[src/rtl/mem_stage_lsu.sv]
// Memory stage load/store unit.
// Takes one op per handshake from execute: a load, a store, or an ALU pass-through.
// Memory ops go out on a single-outstanding valid/ack data bus. Byte enables follow the
// access size and lane offset. Load data is sign- or zero-extended. Misaligned, illegal
// and timed-out accesses are reported as precise exceptions with their mcause codes.
//
// Ports:
//   i_clk, i_rst            clock, synchronous active-high reset
//   i_valid / o_stall       op handshake from execute; upstream holds while o_stall is high
//   i_flush                 kills the op being accepted or the result of the one in flight
//   i_load, i_store         op type; neither set (or both set) means pass-through
//   i_funct3                RV access width and signedness
//   i_addr, i_result        effective byte address, ALU result
//   i_wdata                 store data
//   i_rd_addr, i_wb_en      destination register and write-back enable
//   o_valid .. o_wb_en      one-cycle result pulse toward write-back
//   o_exc, o_exc_cause,     exception flag, mcause code and mtval, valid with o_valid
//   o_exc_addr
//   o_dmem_*, i_dmem_*      data-memory bus (lane-aligned address, byte enables)
module mem_stage_lsu #(
    parameter int unsigned XLEN    = 32,
    parameter int unsigned ADDR_W  = 32,
    parameter int unsigned TIMEOUT = 15
) (
    input  logic                i_clk,
    input  logic                i_rst,
    input  logic                i_valid,
    output logic                o_stall,
    input  logic                i_flush,
    input  logic                i_load,
    input  logic                i_store,
    input  logic [2:0]          i_funct3,
    input  logic [ADDR_W-1:0]   i_addr,
    input  logic [XLEN-1:0]     i_result,
    input  logic [XLEN-1:0]     i_wdata,
    input  logic [4:0]          i_rd_addr,
    input  logic                i_wb_en,
    output logic                o_valid,
    output logic [XLEN-1:0]     o_result,
    output logic [4:0]          o_rd_addr,
    output logic                o_wb_en,
    output logic                o_exc,
    output logic [3:0]          o_exc_cause,
    output logic [ADDR_W-1:0]   o_exc_addr,
    output logic                o_dmem_req,
    output logic                o_dmem_we,
    output logic [ADDR_W-1:0]   o_dmem_addr,
    output logic [XLEN-1:0]     o_dmem_wdata,
    output logic [XLEN/8-1:0]   o_dmem_be,
    input  logic                i_dmem_ack,
    input  logic [XLEN-1:0]     i_dmem_rdata
);
    localparam int unsigned NB    = XLEN / 8;
    localparam int unsigned OFF_W = $clog2(NB);
    localparam int unsigned CNT_W = (TIMEOUT > 1) ? $clog2(TIMEOUT + 1) : 1;

    typedef enum logic [0:0] {StIdle, StWait} state_e;

    state_e state_q, state_d;

    // Transaction context captured at accept time
    logic [ADDR_W-1:0] addr_q, addr_d;
    logic [OFF_W-1:0]  off_q, off_d;
    logic [2:0]        f3_q, f3_d;
    logic              store_q, store_d;
    logic [4:0]        rd_q, rd_d;
    logic              wb_q, wb_d;
    logic              kill_q, kill_d;
    logic [CNT_W-1:0]  cnt_q, cnt_d;

    // Bus request registers
    logic              dmem_we_q, dmem_we_d;
    logic [ADDR_W-1:0] dmem_addr_q, dmem_addr_d;
    logic [XLEN-1:0]   dmem_wdata_q, dmem_wdata_d;
    logic [NB-1:0]     dmem_be_q, dmem_be_d;

    // Result registers
    logic              valid_q, valid_d;
    logic [XLEN-1:0]   result_q, result_d;
    logic [4:0]        rd_out_q, rd_out_d;
    logic              wb_out_q, wb_out_d;
    logic              exc_q, exc_d;
    logic [3:0]        cause_q, cause_d;
    logic [ADDR_W-1:0] exc_addr_q, exc_addr_d;

    // Decode of the incoming op
    logic [OFF_W-1:0] off, align_mask;
    logic [7:0]       size_mask;
    logic             is_mem, illegal, misalign, accept;
    logic [XLEN-1:0]  wdata_rep;

    always_comb begin
        off        = i_addr[OFF_W-1:0];
        is_mem     = i_load ^ i_store;
        accept     = (state_q == StIdle) && i_valid && !i_flush;
        illegal    = (i_funct3 == 3'b111) ||
                     ((XLEN == 32) && ((i_funct3 == 3'b011) || (i_funct3 == 3'b110)));
        // Low offset bits that must be zero for this access size
        align_mask = OFF_W'((32'd1 << i_funct3[1:0]) - 32'd1);
        misalign   = |(off & align_mask);
        case (i_funct3[1:0])
            2'd0: begin
                size_mask = 8'h01;
                wdata_rep = {NB{i_wdata[7:0]}};
            end
            2'd1: begin
                size_mask = 8'h03;
                wdata_rep = {(NB / 2){i_wdata[15:0]}};
            end
            2'd2: begin
                size_mask = 8'h0F;
                wdata_rep = {(XLEN / 32){i_wdata[31:0]}};
            end
            default: begin
                size_mask = 8'hFF;
                wdata_rep = i_wdata;
            end
        endcase
    end

    // Load data: bring the addressed lane down to bit 0, then extend
    logic [XLEN-1:0] shifted, load_data;

    always_comb begin
        shifted   = i_dmem_rdata >> {off_q, 3'b000};
        load_data = shifted;
        case (f3_q[1:0])
            2'd0: begin
                load_data       = {XLEN{~f3_q[2] & shifted[7]}};
                load_data[7:0]  = shifted[7:0];
            end
            2'd1: begin
                load_data       = {XLEN{~f3_q[2] & shifted[15]}};
                load_data[15:0] = shifted[15:0];
            end
            2'd2: begin
                load_data       = {XLEN{~f3_q[2] & shifted[31]}};
                load_data[31:0] = shifted[31:0];
            end
            default: load_data = shifted;
        endcase
    end

    // Fires on the TIMEOUT-th WAIT cycle without ack, so req is high exactly TIMEOUT cycles
    logic timeout_hit;
    assign timeout_hit = (TIMEOUT != 0) && (cnt_q == CNT_W'(TIMEOUT - 1));

    always_comb begin
        state_d      = state_q;
        addr_d       = addr_q;
        off_d        = off_q;
        f3_d         = f3_q;
        store_d      = store_q;
        rd_d         = rd_q;
        wb_d         = wb_q;
        kill_d       = kill_q;
        cnt_d        = cnt_q;
        dmem_we_d    = dmem_we_q;
        dmem_addr_d  = dmem_addr_q;
        dmem_wdata_d = dmem_wdata_q;
        dmem_be_d    = dmem_be_q;
        valid_d      = 1'b0;
        exc_d        = 1'b0;
        result_d     = result_q;
        rd_out_d     = rd_out_q;
        wb_out_d     = wb_out_q;
        cause_d      = cause_q;
        exc_addr_d   = exc_addr_q;

        case (state_q)
            StIdle: begin
                if (accept) begin
                    rd_out_d = i_rd_addr;
                    if (!is_mem) begin
                        valid_d  = 1'b1;
                        result_d = i_result;
                        wb_out_d = i_wb_en;
                    end else if (illegal || misalign) begin
                        valid_d    = 1'b1;
                        wb_out_d   = 1'b0;
                        exc_d      = 1'b1;
                        cause_d    = illegal ? 4'd2 : (i_store ? 4'd6 : 4'd4);
                        exc_addr_d = i_addr;
                    end else begin
                        state_d      = StWait;
                        cnt_d        = '0;
                        kill_d       = 1'b0;
                        addr_d       = i_addr;
                        off_d        = off;
                        f3_d         = i_funct3;
                        store_d      = i_store;
                        rd_d         = i_rd_addr;
                        wb_d         = i_wb_en;
                        dmem_we_d    = i_store;
                        dmem_addr_d  = {i_addr[ADDR_W-1:OFF_W], {OFF_W{1'b0}}};
                        dmem_wdata_d = wdata_rep;
                        dmem_be_d    = NB'(size_mask) << off;
                    end
                end
            end
            StWait: begin
                // A flush anywhere in WAIT kills this transaction's result
                if (i_flush) begin
                    kill_d = 1'b1;
                end
                if (i_dmem_ack) begin
                    state_d = StIdle;
                    if (!(kill_q || i_flush)) begin
                        valid_d  = 1'b1;
                        rd_out_d = rd_q;
                        if (store_q) begin
                            wb_out_d = 1'b0;
                        end else begin
                            wb_out_d = wb_q;
                            result_d = load_data;
                        end
                    end
                end else if (timeout_hit) begin
                    state_d = StIdle;
                    if (!(kill_q || i_flush)) begin
                        valid_d    = 1'b1;
                        wb_out_d   = 1'b0;
                        exc_d      = 1'b1;
                        cause_d    = store_q ? 4'd7 : 4'd5;
                        exc_addr_d = addr_q;
                    end
                end else if (TIMEOUT != 0) begin
                    cnt_d = cnt_q + CNT_W'(1);
                end
            end
            default: state_d = StIdle;
        endcase
    end

    always_ff @(posedge i_clk) begin
        if (i_rst) begin
            state_q      <= StIdle;
            addr_q       <= '0;
            off_q        <= '0;
            f3_q         <= '0;
            store_q      <= 1'b0;
            rd_q         <= '0;
            wb_q         <= 1'b0;
            kill_q       <= 1'b0;
            cnt_q        <= '0;
            dmem_we_q    <= 1'b0;
            dmem_addr_q  <= '0;
            dmem_wdata_q <= '0;
            dmem_be_q    <= '0;
            valid_q      <= 1'b0;
            result_q     <= '0;
            rd_out_q     <= '0;
            wb_out_q     <= 1'b0;
            exc_q        <= 1'b0;
            cause_q      <= '0;
            exc_addr_q   <= '0;
        end else begin
            state_q      <= state_d;
            addr_q       <= addr_d;
            off_q        <= off_d;
            f3_q         <= f3_d;
            store_q      <= store_d;
            rd_q         <= rd_d;
            wb_q         <= wb_d;
            kill_q       <= kill_d;
            cnt_q        <= cnt_d;
            dmem_we_q    <= dmem_we_d;
            dmem_addr_q  <= dmem_addr_d;
            dmem_wdata_q <= dmem_wdata_d;
            dmem_be_q    <= dmem_be_d;
            valid_q      <= valid_d;
            result_q     <= result_d;
            rd_out_q     <= rd_out_d;
            wb_out_q     <= wb_out_d;
            exc_q        <= exc_d;
            cause_q      <= cause_d;
            exc_addr_q   <= exc_addr_d;
        end
    end

    assign o_stall      = (state_q != StIdle);
    assign o_dmem_req   = (state_q == StWait);
    assign o_dmem_we    = dmem_we_q;
    assign o_dmem_addr  = dmem_addr_q;
    assign o_dmem_wdata = dmem_wdata_q;
    assign o_dmem_be    = dmem_be_q;
    assign o_valid      = valid_q;
    assign o_result     = result_q;
    assign o_rd_addr    = rd_out_q;
    assign o_wb_en      = wb_out_q;
    assign o_exc        = exc_q;
    assign o_exc_cause  = cause_q;
    assign o_exc_addr   = exc_addr_q;

endmodule

[config.mk]
export PLATFORM = sky130hd
export DESIGN_NAME = mem_stage_lsu
export DESIGN_NICKNAME = d
export VERILOG_FILES = /design/src/rtl/mem_stage_lsu.sv
export SDC_FILE = /design/constraint.sdc
export NUM_CORES = 1
export LEC_CHECK = 0
export BUFFER_PORTS_ARGS = -buffer_cell sky130_fd_sc_hd__buf_4
export CAP_MARGIN = 20
export CORE_MARGIN = 2
export CORE_UTILIZATION = 47
export DETAILED_ROUTE_END_ITERATION = 8
export PLACE_DENSITY = 0.77
export SLEW_MARGIN = 0
export SYNTH_ARGS = -nofsm -noshare
export SYNTH_HDL_FRONTEND = slang
export SYNTH_SLANG_ARGS = --single-unit
[constraint.sdc]
create_clock -name i_clk -period 3.59 [get_ports i_clk]
set_clock_uncertainty 0.05 [all_clocks]
set_input_delay 0.5385 -clock i_clk [delete_from_list [all_inputs] [get_ports i_clk]]
set_output_delay 0.5385 -clock i_clk [all_outputs]
set_load 0.005 [all_outputs]
==> metrics.txt, run 1 <==
outcome=finished clean; post-cts repair resize count=0; total setup buffers inserted after CTS=0; clock buffer depth=2; core area=between 15,000 and 20,000 um^2; dpl cells=1,287; Worst path depth=6; Root Buffer=clkbuf_16; Iter 0 DRT Violations=approximately 450; worst setup path endpoint=o_result[11]; Async S/R FF share, synth=0; hold_buf cts=0; VDD IR max=0.279 mV; Net Sw Power=approximately 1000 uW; via count=7,290; Final Hold Viols=0; RR Endpoint=o_result[11]; Die X=between 100 and 150 um; DIE HEIGHT=about 130 um; final setup fails=0; CTS tree=built; flops & latches, synth=~160; Mapped Avg Cell Area=8.60 um^2; Post-synth EDFFs=0; Ports=approximately 290; switch share=0.248; die area=between 15,000 and 20,000 um^2; H-tree depth=4; Worst R2R Setup Slack=0.81 ns; Final HPWL DP=16.3 mm; Period minus WS final=roughly 2.8 ns; P_int=~3200 uW; top layer in use=met4; first-pass GRT wire length=~35 mm; Seq pwr share=0.447; Clock Latency Late Sink=0.41 ns; Achievable Freq=360 MHz; Layout Cells excl Fill=1,318; reg2reg path depth=6; most used cell, CP=buf_4; Crit path arrival time=3.08 ns; Clock power frac=0.410; Final Max Slew Viols=0; initial core utilization=0.478; number of I/O port buffers=287; power density cells=417 nW/um^2; GRT Util Overall=0.262; M1 wire length=9.54 mm; WL met2=around 11 mm; Area Growth Syn to Fin=34.2%; Distinct cells, synth=52; crit path kind=flop to flop; CP Capture Type=flop; aggregate global routing overflow=0; Critical Path Start Type=flop; final WL=between 20 and 25 mm; drt drc=0; row count=46; crit-path max FO=43; Cell Area, Placed=9560 um^2; worst slew pin tran=1.06 ns; critical path's slowest cell=dfxtp_4; Gate Count Post-Synth=877; Crit. Startpoint=o_dmem_req; Max Cap Viol=0; synth warn=0; final instance area=10,100 um^2; WHS Path Cells=3; pin count of the biggest net entering global routing=117; via/cell ratio=5.53; combinational share of power=0.142; Fin Setup TNS=0 ns; vias in the first global route=6,770; post-route ant nets=0; Clock Pin Slew Worst Setup and Hold Paths=approximately 0.060 ns; wire length on met3=1.65 mm; wire per inst=approximately 17 um; fillcell total=between 1k and 1.5k; leakage=0.00397 uW; Syn Std Cell Area=around 7500 um^2; top_reg_cell synth=dfxtp_1; CTS buffer count=17; slew margin rel.=0.294; R2R Path Start=o_dmem_req; CP max stage delay=0.63 ns; register area share after synthesis=0.422; RSZ-0062 raised after global routing=false; RePlAce Congestion=slightly above 0.9; Crit path buffers/inverters=3; fin crit share=0.774; Cell Chain, Critical Path=buf_4 -> inv_1 -> mux2i_2 -> buf_4 -> a21oi_1 -> a22o_1; DRT Pass-1 Iters=6; fraction of layout cells with a size suffix above 1=0.318; initial antenna violation count=0; Largest delay share family, worst path=buffers and inverters; Sink Count=159; Final #Nets=about 1.2k; CP required=3.89 ns; Worst Hold Class=input pin to flop; ant diodes=0
## worst reg2reg max path, cell delays in order, from the launching register on
cell and delay [ns]:
dfxtp_4 0.63, buf_4 0.59, inv_1 0.29, mux2i_2 0.21, buf_4 0.26, a21oi_1 0.48, a22o_1 0.23
## stage by stage
step	power (uW)	util	hold WS [ns]	setup slack (ns)
after CTS	4250	0.642	0.315	0.842
final	4220	0.642	0.330	0.811
after floorplan	2210	-	0.382	1.45
after global routing	4380	0.642	0.323	0.535
after global placement	2510	0.606	0.390	0.942
after detailed placement	2520	0.606	0.398	0.862
## state kept, by name (all words and copies together), names as in the netlist
name,cells
cnt_q,4
f3_q,3
wb_q,1
o_exc,1
o_dmem_addr,1
rd_q,5
o_result,32
o_wb_en,1
o_dmem_we,1
o_dmem_be,4
o_rd_addr,5
kill_q,1
o_exc_cause,3
o_dmem_req,1
o_exc_addr,32
o_valid,1
o_dmem_wdata,32
addr_q,31
## final cells by class
type                            instances  area (um^2)  area share
Clock inverter                          8         78.8     0.00779
Timing Repair Buffer                  303         2300       0.227
Sequential cell                       159         3190       0.315
Clock buffer                           23          488      0.0482
Tap cell                              216          270      0.0267
Inverter                                5         18.8     0.00185
Multi-Input combinational cell        604         3780       0.373
## routing by layer
layer	track usage	vias to the layer above
met1	0.333	3435
li1	-	3536
met5	0	-
met3	0.0647	50
met4	0.102	0
met2	0.432	269
## cells in the mapped netlist (all sizes together) (17+ instances only)
library cell,count,area [um^2]
a211oi,55,418
nor2,46,173
buf,64,410
clkbuf,47,176
nor3,40,200
mux2i,84,845
a21oi,92,460
nand2,149,559
a2111oi,17,149
dfxtp,159,3180
## power groups by stage
stage               clock network [uW]  logic [uW]  registers (uW)
finish                            1730         600            1890
floorplan                            0         291            1920
global route                      1830         656            1890
detailed placement                   0         598            1920
CTS                               1760         600            1890
global placement                     0         590            1920
## placed cells by master (no fill, tap or decap), types with 3 or more instances in the layout
cell type and instances:
xor2_1 3, nor2_1 46, o2bb2ai_1 8, buf_4 301, a2111oi_0 17, dfxtp_1 158
nand2_1 149, o22a_1 7, nor3_1 40, or3_1 4, a311oi_1 11, conb_1 3
a211oi_1 54, o211ai_1 11, inv_1 4, clkbuf_8 4, mux2_2 9, nand3_1 5
nand2b_1 7, a21oi_1 92, mux2i_1 83, nor2b_1 5, a22o_1 7, a31oi_1 4
o21ai_0 9, clkbuf_16 17
## cell families after synthesis
family          synth area share
compound gates             0.203
xor+xnor                 0.00581
fa+ha+maj                0.00332
buf+inv                   0.0803
flops                      0.422
mux                        0.125
other cells             0.000497
simple gates               0.159
## worst min-delay path by stage
stage,start,end,slack [ns]
CTS,i_addr[30],addr_q[30],0.32
floorplan,wb_q,wb_q,0.38
finish,i_rd_addr[2],rd_q[2],0.33
global route,i_addr[3],addr_q[3],0.32
global placement,wb_q,wb_q,0.39
detailed placement,rd_q[4],rd_q[4],0.40
Note: power is estimated with default switching activity, not from simulation.
==> run 2: changes to the inputs <==
clock period = 2.85 ns   (was 3.59 ns; I/O delays follow)
==> run 2 against run 1 <==
Via count shrank 1.1%. Clock power grew 24%. Worst hold slack lost 0.12 ns. Critical path depth shrank 2. Power grew 25%. Maximum frequency grew 22%. Count of clock-buffer cells in the layout shrank 2. Critical endpoint is now o_result[12]. Largest cell class unchanged. Highest routed layer unchanged.
==> metrics.txt, run 2 (synthesis results as in run 1) <==
initial core utilization=0.478 (unchanged); most frequent cells in the layout=buf_4, dfxtp_1, nand2_1 (unchanged); ant diodes=0 (unchanged); post-route ant nets=0 (unchanged); Clock Latency Late Sink=0.41 ns (about the same); row count=46 (unchanged); Iter 0 DRT Violations=448 (was 452); Sink Count=159 (unchanged); pin count of the biggest net entering global routing=106 (was 117); Seq pwr share=0.450 (was 0.447); CP required=3.11 ns (was 3.89 ns); RSZ-0062 raised after global routing=false (unchanged); worst slew pin tran=0.938 ns (was 1.06 ns); via count=7,208 (was 7,290); vias in the first global route=6,698 (was 6,770); final WL=22.5 mm (was 23.0 mm); drt drc=0 (unchanged); Achievable Freq=437 MHz (was 360 MHz); fraction of layout cells with a size suffix above 1=0.321 (was 0.318); Worst R2R Setup Slack=0.56 ns (was 0.81 ns); Net Sw Power=1320 uW (was 1050 uW); clock buffer depth=2 (unchanged); Ports=291 (unchanged); first-pass GRT wire length=35.2 mm (was 35.3 mm); WHS Path Cells=3 (unchanged); Final #Nets=1,241 (was 1,236); total setup buffers inserted after CTS=0 (unchanged); final setup fails=0 (unchanged); slew margin rel.=0.374 (was 0.294); CTS tree=built (unchanged); Worst Hold Class=input pin to flop (unchanged); combinational share of power=0.144 (was 0.142); core area=15,800 um^2 (unchanged); DIE HEIGHT=131 um (unchanged); Clock power frac=0.406 (was 0.410); via/cell ratio=5.45 (was 5.53); Critical Path Start Type=flop (unchanged); Fin Setup TNS=0 ns (unchanged); CTS buffer count=17 (unchanged); Area Growth Syn to Fin=34.5% (was 34.2%); R2R Path Start=o_dmem_req (unchanged); crit path kind=flop to flop (unchanged); number of I/O port buffers=287 (unchanged); final instance area=10,100 um^2 (about the same); Crit. Startpoint=o_dmem_req (unchanged); reg2reg path depth=4 (was 6); power density cells=519 nW/um^2 (was 417 nW/um^2); aggregate global routing overflow=0 (unchanged); DRT Pass-1 Iters=5 (was 6); most common cell after layout, fill and taps aside=buf_4 (unchanged); switch share=0.251 (was 0.248); GRT Util Overall=0.260 (was 0.262); VDD IR max=0.399 mV (was 0.279 mV); wire per inst=17.0 um (was 17.5 um); RePlAce Congestion=0.937 (was 0.930); initial antenna violation count=0 (unchanged); Worst Hold Path EP=addr_q[3] (was rd_q[2]); HP Start=i_addr[3] (was i_rd_addr[2]); Period minus WS final=2.29 ns (was 2.78 ns); Crit path arrival time=2.55 ns (was 3.08 ns); H-tree depth=4 (unchanged); post-cts repair resize count=0 (unchanged); Root Buffer=clkbuf_16 (unchanged); die area=17,100 um^2 (unchanged); Die X=131 um (unchanged); Final Max Slew Viols=0 (unchanged); fin crit share=0.803 (was 0.774); RR Endpoint=o_result[12] (was o_result[11]); Clock Pin Slew Worst Setup and Hold Paths=0.06 ns (about the same); Final Hold Viols=0 (unchanged); outcome=finished clean (unchanged); CP Capture Type=flop (unchanged); leakage=0.00399 uW (was 0.00397 uW); Final HPWL DP=16.3 mm (about the same); P_int=3940 uW (was 3170 uW); Cell Area, Placed=9590 um^2 (was 9560 um^2); hold_buf cts=0 (unchanged); crit-path max FO=21 (was 43); Max Cap Viol=0 (unchanged)
## run 2: changes by cell type in the layout (fill, tap and decap cells not counted), sizes merged
cell | previous run | this run
buf | 303 | 308
clkbuf | 23 | 21
clkinv | 4 | 7
inv | 6 | 5
## run 2: power by group through the flow
stage	clock (uW)	combinational, uW	sequential [uW]
after floorplan	0	366	2410
after global placement	0	748	2420
after detailed placement	0	758	2420
after CTS	2170	759	2370
after global routing	2280	831	2380
final	2140	759	2370
## run 2: metrics by stage
step                hold slack [ns]  utilization  cells  setup slack (ns)  power, uW
floorplan                     0.382            -    879             0.817       2780
global placement              0.392        0.608   1292             0.511       3170
detailed placement            0.395        0.608   1292             0.455       3180
CTS                           0.199        0.643   1323             0.597       5300
global route                  0.201        0.643   1323             0.326       5490
finish                        0.209        0.643   1323             0.563       5270
## run 2: per-layer routing
metal  vias to the layer above  global-route usage  part of all wire
met5                         -                   0                 0
met4                         0              0.0982             0.032
met3                        45              0.0660             0.069
met2                       250               0.418              0.47
met1                      3377               0.338              0.43
li1                       3536                   -                 -
## run 2: worst max-delay path by stage
stage	endpoint	slack, ns	cells past startpoint
4_1_cts	o_result[12]	0.60	4
3_3_place_gp	o_dmem_be[3]	0.51	6
5_1_grt	o_result[0]	0.33	5
6_report	o_result[12]	0.56	4
3_5_place_dp	o_dmem_wdata[13]	0.45	6
2_1_floorplan	o_dmem_wdata[16]	0.82	6
## run 2: worst max-delay path, cell delays in order, from the launching register on
cell and delay [ns]:
dfxtp_4 0.47, nand2b_1 0.19, o21ai_2 0.78, a21oi_1 0.37, a22o_1 0.33
## run 2: final cells by class
| cell class | count | area, um^2 |
|---|---|---|
| fillers | 1444 | 5630 |
| multi-input cells | 604 | 3780 |
| flip-flops and latches | 159 | 3190 |
| repair buffers | 308 | 2340 |
| clock buffers | 21 | 460 |
| well taps | 216 | 270 |
| clock inverters | 10 | 88.8 |
| inverters | 5 | 18.8 |
